--- src/rtl/btn_pkg.sv ---
// Shared definitions for the button event generator: event codes, hold FSM
// state encoding and a small helper for sizing the hold counter.
package btn_pkg;

  localparam logic [1:0] EV_PRESS   = 2'd0;
  localparam logic [1:0] EV_RELEASE = 2'd1;
  localparam logic [1:0] EV_REPEAT  = 2'd2;

  typedef enum logic [1:0] {
    S_IDLE = 2'd0,
    S_HOLD = 2'd1,
    S_RPT  = 2'd2
  } state_e;

  // Larger of two millisecond limits; the hold counter must reach either one.
  function automatic int max_ms(input int a, input int b);
    return (a > b) ? a : b;
  endfunction

endpackage

--- src/rtl/btn_hold_fsm.sv ---
// Per-button hold tracker. Emits a one-cycle post (with its type) on press,
// release, and each auto-repeat point while the button stays held. The post
// is combinational so the top can store it on the same edge the edge is seen.
module btn_hold_fsm
  import btn_pkg::*;
#(
  parameter int HOLD_MS   = 500,
  parameter int REPEAT_MS = 100
) (
  input  logic       clk,
  input  logic       reset,
  input  logic       tick,
  input  logic       rise,
  input  logic       fall,
  output logic       post,
  output logic [1:0] post_type
);

  localparam int MS_MAX = max_ms(HOLD_MS, REPEAT_MS);
  localparam int MSW    = $clog2(MS_MAX + 1);

  state_e           state_q, state_d;
  logic [MSW-1:0]   ms_q, ms_d;
  logic [MSW-1:0]   ms_inc_s;

  // State and millisecond counter registers.
  always_ff @(posedge clk) begin
    if (reset) begin
      state_q <= S_IDLE;
      ms_q    <= '0;
    end else begin
      state_q <= state_d;
      ms_q    <= ms_d;
    end
  end

  // Next state and posted event; a fall always beats a same-cycle timer hit.
  always_comb begin
    state_d   = state_q;
    ms_d      = ms_q;
    post      = 1'b0;
    post_type = EV_PRESS;
    ms_inc_s  = ms_q + MSW'(1);
    case (state_q)
      S_IDLE: begin
        if (rise) begin
          post      = 1'b1;
          post_type = EV_PRESS;
          ms_d      = '0;
          state_d   = S_HOLD;
        end else begin
          state_d   = S_IDLE;
        end
      end
      S_HOLD: begin
        if (fall) begin
          post      = 1'b1;
          post_type = EV_RELEASE;
          ms_d      = '0;
          state_d   = S_IDLE;
        end else if (tick) begin
          if (ms_inc_s == MSW'(HOLD_MS)) begin
            post      = 1'b1;
            post_type = EV_REPEAT;
            ms_d      = '0;
            state_d   = S_RPT;
          end else begin
            ms_d      = ms_inc_s;
          end
        end else begin
          ms_d = ms_q;
        end
      end
      S_RPT: begin
        if (fall) begin
          post      = 1'b1;
          post_type = EV_RELEASE;
          ms_d      = '0;
          state_d   = S_IDLE;
        end else if (tick) begin
          if (ms_inc_s == MSW'(REPEAT_MS)) begin
            post      = 1'b1;
            post_type = EV_REPEAT;
            ms_d      = '0;
          end else begin
            ms_d      = ms_inc_s;
          end
        end else begin
          ms_d = ms_q;
        end
      end
      default: begin
        state_d = S_IDLE;
        ms_d    = '0;
      end
    endcase
  end

endmodule

--- src/rtl/button_event_gen.sv ---
// Turns debounced button levels into press/release/repeat events delivered
// one at a time over valid/ready. Contains the 1 ms tick divider, edge
// detect, one pending slot per button, lowest-index pick and output register.
module button_event_gen
  import btn_pkg::*;
#(
  parameter int  NUM_BUTTONS = 4,
  parameter int  CLK_DIV     = 50000,
  parameter int  HOLD_MS     = 500,
  parameter int  REPEAT_MS   = 100,
  localparam int BW          = (NUM_BUTTONS > 1) ? $clog2(NUM_BUTTONS) : 1
) (
  input  logic                   clk,
  input  logic                   reset,
  input  logic [NUM_BUTTONS-1:0] btn_level,
  output logic                   event_valid,
  input  logic                   event_ready,
  output logic [BW-1:0]          event_btn,
  output logic [1:0]             event_type,
  output logic [NUM_BUTTONS-1:0] held,
  output logic                   overflow
);

  localparam int CW = (CLK_DIV > 1) ? $clog2(CLK_DIV) : 1;

  logic [CW-1:0]                cnt_q, cnt_d;
  logic                         tick_s;
  logic [NUM_BUTTONS-1:0]       held_q, held_d;
  logic [NUM_BUTTONS-1:0]       rise_s, fall_s;
  logic [NUM_BUTTONS-1:0]       post_s;
  logic [NUM_BUTTONS-1:0][1:0]  post_type_s;
  logic [NUM_BUTTONS-1:0]       pend_v_q, pend_v_d;
  logic [NUM_BUTTONS-1:0][1:0]  pend_t_q, pend_t_d;
  logic                         valid_q, valid_d;
  logic [BW-1:0]                btn_q, btn_d;
  logic [1:0]                   type_q, type_d;
  logic                         ovf_q, ovf_d;
  logic                         load_s;
  logic                         any_s;
  logic                         found_s;
  logic [BW-1:0]                pick_s;
  logic [NUM_BUTTONS-1:0]       drain_s;

  // Free-running ms divider; tick is a clock enable, not a clock.
  always_comb begin
    tick_s = (cnt_q == CW'(CLK_DIV - 1));
    if (tick_s) begin
      cnt_d = '0;
    end else begin
      cnt_d = cnt_q + CW'(1);
    end
  end

  // Edge detect against the previous level, which doubles as the held output.
  always_comb begin
    held_d = btn_level;
    rise_s = btn_level & ~held_q;
    fall_s = ~btn_level & held_q;
  end

  genvar g;
  generate
    for (g = 0; g < NUM_BUTTONS; g++) begin : gen_fsm
      btn_hold_fsm #(
        .HOLD_MS   (HOLD_MS),
        .REPEAT_MS (REPEAT_MS)
      ) u_fsm (
        .clk       (clk),
        .reset     (reset),
        .tick      (tick_s),
        .rise      (rise_s[g]),
        .fall      (fall_s[g]),
        .post      (post_s[g]),
        .post_type (post_type_s[g])
      );
    end
  endgenerate

  // Lowest-index pending slot wins the output register.
  always_comb begin
    any_s   = |pend_v_q;
    pick_s  = '0;
    found_s = 1'b0;
    for (int i = 0; i < NUM_BUTTONS; i++) begin
      pick_s  = (pend_v_q[i] && !found_s) ? BW'(i) : pick_s;
      found_s = found_s | pend_v_q[i];
    end
  end

  // Output register load: refill whenever empty or the current event is taken.
  always_comb begin
    load_s  = !valid_q || event_ready;
    valid_d = valid_q;
    btn_d   = btn_q;
    type_d  = type_q;
    drain_s = '0;
    if (load_s) begin
      valid_d = any_s;
      if (any_s) begin
        btn_d           = pick_s;
        type_d          = pend_t_q[pick_s];
        drain_s[pick_s] = 1'b1;
      end else begin
        btn_d  = btn_q;
        type_d = type_q;
      end
    end else begin
      valid_d = valid_q;
    end
  end

  // Pending slots: a new post wins over a same-cycle drain; overwriting an
  // undrained entry is the only way overflow gets set.
  always_comb begin
    ovf_d = ovf_q;
    for (int i = 0; i < NUM_BUTTONS; i++) begin
      pend_v_d[i] = post_s[i] | (pend_v_q[i] & ~drain_s[i]);
      pend_t_d[i] = post_s[i] ? post_type_s[i] : pend_t_q[i];
      ovf_d       = ovf_d | (post_s[i] & pend_v_q[i] & ~drain_s[i]);
    end
  end

  // All state registers with synchronous reset.
  always_ff @(posedge clk) begin
    if (reset) begin
      cnt_q    <= '0;
      held_q   <= '0;
      pend_v_q <= '0;
      pend_t_q <= '0;
      valid_q  <= 1'b0;
      btn_q    <= '0;
      type_q   <= 2'd0;
      ovf_q    <= 1'b0;
    end else begin
      cnt_q    <= cnt_d;
      held_q   <= held_d;
      pend_v_q <= pend_v_d;
      pend_t_q <= pend_t_d;
      valid_q  <= valid_d;
      btn_q    <= btn_d;
      type_q   <= type_d;
      ovf_q    <= ovf_d;
    end
  end

  assign event_valid = valid_q;
  assign event_btn   = btn_q;
  assign event_type  = type_q;
  assign held        = held_q;
  assign overflow    = ovf_q;

endmodule

--- config.mk ---
export PLATFORM = sky130hd
export DESIGN_NAME = button_event_gen
export DESIGN_NICKNAME = d
export VERILOG_FILES = /design/src/rtl/btn_pkg.sv /design/src/rtl/btn_hold_fsm.sv /design/src/rtl/button_event_gen.sv
export SDC_FILE = /design/constraint.sdc
export NUM_CORES = 1
export LEC_CHECK = 0
export ABC_CLOCK_PERIOD_IN_PS = 3150
export CORE_UTILIZATION = 40
export CTS_CLUSTER_DIAMETER = 200
export DETAILED_ROUTE_END_ITERATION = 10
export SETUP_SLACK_MARGIN = 0.5
export SYNTH_ARGS = -nofsm -noshare
export SYNTH_HDL_FRONTEND = slang
export SYNTH_SLANG_ARGS = --single-unit
--- constraint.sdc ---
create_clock -name clk -period 3.15 [get_ports clk]
set_input_delay 0.7875 -clock clk [delete_from_list [all_inputs] [get_ports clk]]
set_output_delay 0.7875 -clock clk [all_outputs]
set_load 0.02 [all_outputs]
* Word-level counts from Yosys, hierarchy flattened
Cells that the tools add are included.
** Storage, ports and cells
- Flip-flop bits (word level) :: 82
- Output and inout port bits :: 10
** Operators by class
- $add $sub $neg :: 5
- Order comparisons :: 2
- Equality and inequality tests :: 37
- Mux-type cells :: 125
- Bitwise logic cells :: 30
- Reductions and logical operators :: 24
** Operators by type and width (count)
- 9-bit two-way mux :: 28
- 9-bit one-hot mux with 3 select lines :: 4
- 2-bit two-way mux :: 43
- 9-bit by 1-bit adder with 9-bit output (second input constant) :: 4
- 9-bit by 7-bit == test with 1-bit output (second input constant) :: 4
- 9-bit == test (second input constant) :: 4
- 1-bit two-way mux :: 34
- 2-bit one-hot mux with 3 select lines :: 4
- 3-bit AND reduction :: 8
- 3-bit by 2-bit != test with 1-bit output (second input constant) :: 6
- 3-bit != test (second input constant) :: 6
- 16-bit by 1-bit adder with 16-bit output (second input constant) :: 1
- 16-bit == test (second input constant) :: 1
- 2-bit != test (second input constant) :: 8
- 2-bit one-hot mux with 2 select lines :: 4
- 1-bit AND :: 12
- 1-bit one-hot mux with 3 select lines :: 4
- 1-bit OR :: 10
- 4-bit AND :: 2
- 2-bit by 1-bit == test with 1-bit output (second input constant) :: 4
- 2-bit == test (second input constant) :: 4
- 2-bit logical NOT :: 4
- 4-bit two-way mux :: 2
- 4-bit NOT :: 2
- 11 further kinds :: 20

* Longest topological paths before layout
- Word-level depth :: 17
- Gate-level depth with buffers :: 11
- Mapped depth without buffers :: 9

* Cells and area by module
A second synthesis with hierarchy kept.
** Unflattened totals
- Cell total of the unflattened synthesis :: 674
- Area, all modules :: 5620.4 um^2
** By module, submodules not included
- btn_hold_fsm (gen_fsm[0].u_fsm ...) :: instances 3, cells an instance 113, area an instance 955.9 um^2, seq. area each 220.2 um^2
- button_event_gen :: instances 1, cells an instance 187, area an instance 1634.1 um^2, seq. area each 760.7 um^2
- btn_hold_fsm (gen_fsm[1].u_fsm) :: instances 1, cells an instance 148, area an instance 1118.6 um^2, seq. area each 220.2 um^2

* Least setup slack after synthesis
OpenSTA, ideal clock, no wires.
- Path type :: register -> register
- Start point :: reg gen_fsm[2].u_fsm.ms_q[1]
- End point :: reg gen_fsm[2].u_fsm.ms_q[5]
- Library setup time :: 0.132 ns
- Arrival time :: 2.439 ns
- Setup slack :: 0.579 ns
- Cell stages (with the launch flop) :: 11
- Period minus slack after synthesis :: 2.571 ns
- Cell sequence :: dfxtp_1 -> ha_1 -> clkbuf_1 -> nand4_1 -> or3_1 -> a221oi_1 -> a31oi_1 -> o211a_1 -> clkbuf_1 -> a21bo_2 -> a21oi_1
** Between the ends
- Word-level cells in the longest chain between the ends :: 6
** Ends and longest elaborated chain
- start, declared :: line btn_hold_fsm.sv:23 : logic [MSW-1:0] ms_q, ms_d;
- start signal, assigned :: line btn_hold_fsm.sv:33 : ms_q <= ms_d;
- 9-bit by 1-bit adder with 9-bit output * :: line btn_hold_fsm.sv:43 : ms_inc_s = ms_q + MSW'(1);
- 9-bit by 7-bit == test with 1-bit output / 9-bit == test (equally long branches) :: line btn_hold_fsm.sv:81, btn_hold_fsm.sv:62
- 9-bit two-way mux (on tied branches) :: line btn_hold_fsm.sv:81, btn_hold_fsm.sv:62
- 9-bit two-way mux (on tied branches) :: line btn_hold_fsm.sv:80, btn_hold_fsm.sv:61
- 9-bit two-way mux (on tied branches) :: line btn_hold_fsm.sv:75, btn_hold_fsm.sv:56
- 9-bit one-hot mux with 3 select lines * :: line btn_hold_fsm.sv:44 : case (state_q)
Every way passes the cells marked *; elsewhere a longest branch is shown, timed or not. The select of a mux whose other input is x is not followed.
A chain may end at the register's enable or synchronous reset.

* Final worst setup path
- Start point :: reg cnt_q[4]
- End point :: reg gen_fsm[0].u_fsm.ms_q[3]
** Between the ends
- Word-level cells in the longest chain between the ends :: 3
** Ends and longest elaborated chain
- start, declared :: line button_event_gen.sv:26 : logic [CW-1:0] cnt_q, cnt_d;
- start signal, assigned :: line button_event_gen.sv:135 : cnt_q <= cnt_d;
- 16-bit == test * :: line button_event_gen.sv:46 : tick_s = (cnt_q == CW'(CLK_DIV - 1));
- 3-bit by 2-bit != test with 1-bit output (no source line)
- 3-bit AND reduction (no source line) *
- end signal, assigned :: line btn_hold_fsm.sv:33
- end, declared :: line btn_hold_fsm.sv:23
Every way passes the cells marked *; elsewhere a longest branch is shown, timed or not.

==> metrics <==
Initial DRC Count=around 340; Initial Utilization=0.4163; Num CTS Buffers=9; H-tree Lvls=3; syn_nets=669; vias per inst=5.580; Synth Area in Adders=0.06104; capturing point of the worst reg2reg path=gen_fsm[0].u_fsm.ms_q[3]; worst hold start=cnt_q[0]; Worst Hold Slack=446.5 ps; Die Height=114.7 um; Hold Path Class=reg -> reg; area of the die=0.01316 sq mm; mux cell area share after synthesis=0.02338; NumNets Final=between 600 and 700; grt total ovfl=0; final setup fails=0; main flop type after synthesis=dfxtp_1; synth top area cells=dfxtp_1 32%, ha_1 5.9%, nand2_1 5.5%, nor2_1 4.7%, a21oi_1 3.6%; cells on worst reg2reg path=9; RD Place Congestion=approximately 0.86; Final period util=0.8031; vias in the first global route=4257; worst vdd ir=0.2576 mV; largest area contributor in the netlist=dfxtp_1; layout cells sized above 1=0.1332; n_diodes=0; R2R setup slack=620 ps; Final Hold Fails=0; initial antenna violation count=0; leakage power total=approximately 2.1 nW; Ys Warns=0; Clock Latency Late Sink=340 ps; RR Startpoint=cnt_q[4]; DRT Pass-1 Iters=5; crit path DAT=between 2000 and 3000 ps; row count=40; fillcell total=roughly 1.2k; clock slew at reported path FFs=around 60 ps; worst path required time=around 3400 ps; setup TNS=0 ps; Rel. slew slack=0.5737; kind of critical path=reg -> reg; Worst Hold Depth=1; Synth top cells by count=82 x dfxtp_1, 74 x nand2_1, 64 x nor2_1; CP Capture Type=flop; WL final=11860 um; via count=between 4k and 5k; Seq/Total Area, Yosys=0.3229; global-route wire length before repair=a little under 20000 um; Detail Placement HPWL=8290 um; largest net degree at the start of global routing=28; IO Pins=17; port bufs=16; Synth Area in XOR/XNOR=0.03618; fin. max-slew vios=0; crit-path max FO=8; sink of the worst hold path=cnt_q[0]; CORE AREA=0.01221 sq mm; run status=completed; Synth Register Bits=82; CTS tree=done; minimum clock period=roughly 2500 ps; Total Power=around 2.3 mW; syn avg cell area=approximately 8 sq um; cell with the most instances after synthesis=dfxtp_1; synthesis-to-layout area growth=16.51%; ANT nets after route=0; Compound-Gate Fraction of Synth Area=0.2178; Max Cap Viol=0; simple-gate share of the synthesized area=0.2966; top cell type's share of synthesized area=0.3229; Horiz. Die Dim=114.7 um; Cell Area, Synth=a little over 0.005 sq mm; RSZ-0062 raised after global routing=yes; CP Launch Type=flop; clk_skew=7.231 ps; Distinct cells, synth=78; Clock Sinks=82; Post-synth EDFFs=0; Slew @ Worst Pin=634.6 ps; root buffer cell=clkbuf_16; worst-case clock buffer depth=2; largest family of logic cells by synthesized area=simple AND/OR/NAND/NOR gates; Mapped Cells=approximately 640; ys async rst share=0; Max Fclk=395.3 MHz; average wire per standard cell=14.19 um; global-route usage over all layers=0.1840; post-route DRC violation count=0; PD cells=just under 400 mW/mm^2
## layout by cell type (no fill, tap or decap), types with 4 or more instances in the layout
master            n
a211o_1           4
a21bo_2           4
a21o_1            5
a21oi_1          37
a22o_1            4
a31o_2            4
a31oi_1          12
and3_1           12
buf_4            18
clkbuf_16         9
clkdlybuf4s50_1  15
dfxtp_1          74
dfxtp_2           6
ha_1             21
inv_1            30
mux2i_1           4
nand2_1          74
nand2b_1          9
nand3_1          32
nand3b_1          6
nand4_1          13
nand4b_1          4
nor2_1           64
nor2b_1           7
nor3_1           14
nor3b_1           5
nor4_1            8
o211ai_1          5
o21a_1            7
o21ai_0          27
o31ai_1           5
or3_1            10
or4_1             4
xnor2_1          11
xor2_1           10
## kinds of logic after synthesis
family,count (synthesis)
simple gates,289
fa+ha+maj,25
buf+inv,54
mux,9
flops,82
xor+xnor,21
compound gates,158
## state kept, by name, summed over array words and instances (netlist names)
| register | flops |
|---|---|
| gen_fsm.u_fsm.ms_q | 36 |
| cnt_q | 16 |
| gen_fsm.u_fsm.state_q | 8 |
| pend_t_q | 8 |
| held | 4 |
| pend_v_q | 4 |
| event_btn | 2 |
| event_type | 2 |
| event_valid | 1 |
| overflow | 1 |
## worst max path at each step
| stage | slack (ps) | end | depth (start not counted) | startpoint |
|---|---|---|---|---|
| after floorplan | 580 | gen_fsm[2].u_fsm.ms_q[5] | 10 | gen_fsm[2].u_fsm.ms_q[1] |
| after global placement | 380 | gen_fsm[1].u_fsm.ms_q[2] | 8 | btn_level[1] |
| after detailed placement | 310 | gen_fsm[1].u_fsm.ms_q[2] | 8 | btn_level[1] |
| after CTS | 510 | gen_fsm[3].u_fsm.ms_q[2] | 7 | cnt_q[7] |
| after global routing | 490 | gen_fsm[1].u_fsm.ms_q[7] | 10 | cnt_q[4] |
| final | 620 | gen_fsm[0].u_fsm.ms_q[3] | 9 | cnt_q[4] |
## critical path, stage by stage (launching register included)
cell and delay, ps:
dfxtp_2 340, or4b_4 550, nor4_4 300, buf_6 180, o21ai_0 90, o21a_2 170
a2111o_1 370, buf_4 170, nor3_1 170, a211o_1 120
## area by class of cell
class / instances / area (sq um) / share of cell area
multi-input cells: 502 / 3316 / 0.5598
clock inverters: 4 / 25.02 / 0.004225
inverters: 31 / 116.4 / 0.01965
clock buffers: 12 / 266.5 / 0.04499
repair buffers: 37 / 332.8 / 0.05619
flip-flops and latches: 82 / 1657 / 0.2797
well taps: 168 / 210.2 / 0.03549
## routing by layer
metal	GRT usage	vias to the layer above	part of all wire	wire [um]
li1	-	2382	-	-
met5	0	-	0	0
met1	0.2313	2205	0.48	5652
met3	0.05851	10	0.039	468
met4	0.05281	0	0.010	122
met2	0.3030	68	0.47	5621
## power by group
part           internal (mW)  leakage (nW)  switching [mW]
logic                 0.0857          1.25           0.131
registers               1.05         0.669          0.0176
clock network          0.596         0.141           0.428
total                   1.74          2.06           0.577
## through the flow
stage	util	instance area, sq um	cells	worst slack [ps]
2_1_floorplan	-	5084	638	579.3
3_3_place_gp	0.4450	5434	810	378.3
3_5_place_dp	0.4450	5434	810	309.7
4_1_cts	0.4703	5743	826	505.9
5_1_grt	0.4850	5923	836	488.2
6_report	0.4850	5923	836	620.3
## timing repair
action,CTS,global route
gates cloned,0,1
gates resized for setup,4,24
pin swaps,0,7
buffers inserted,0,9
hold buffers,0,0
endpoints found under the setup margin,8,29
No activity file was read; power rests on OpenSTA's default activity.
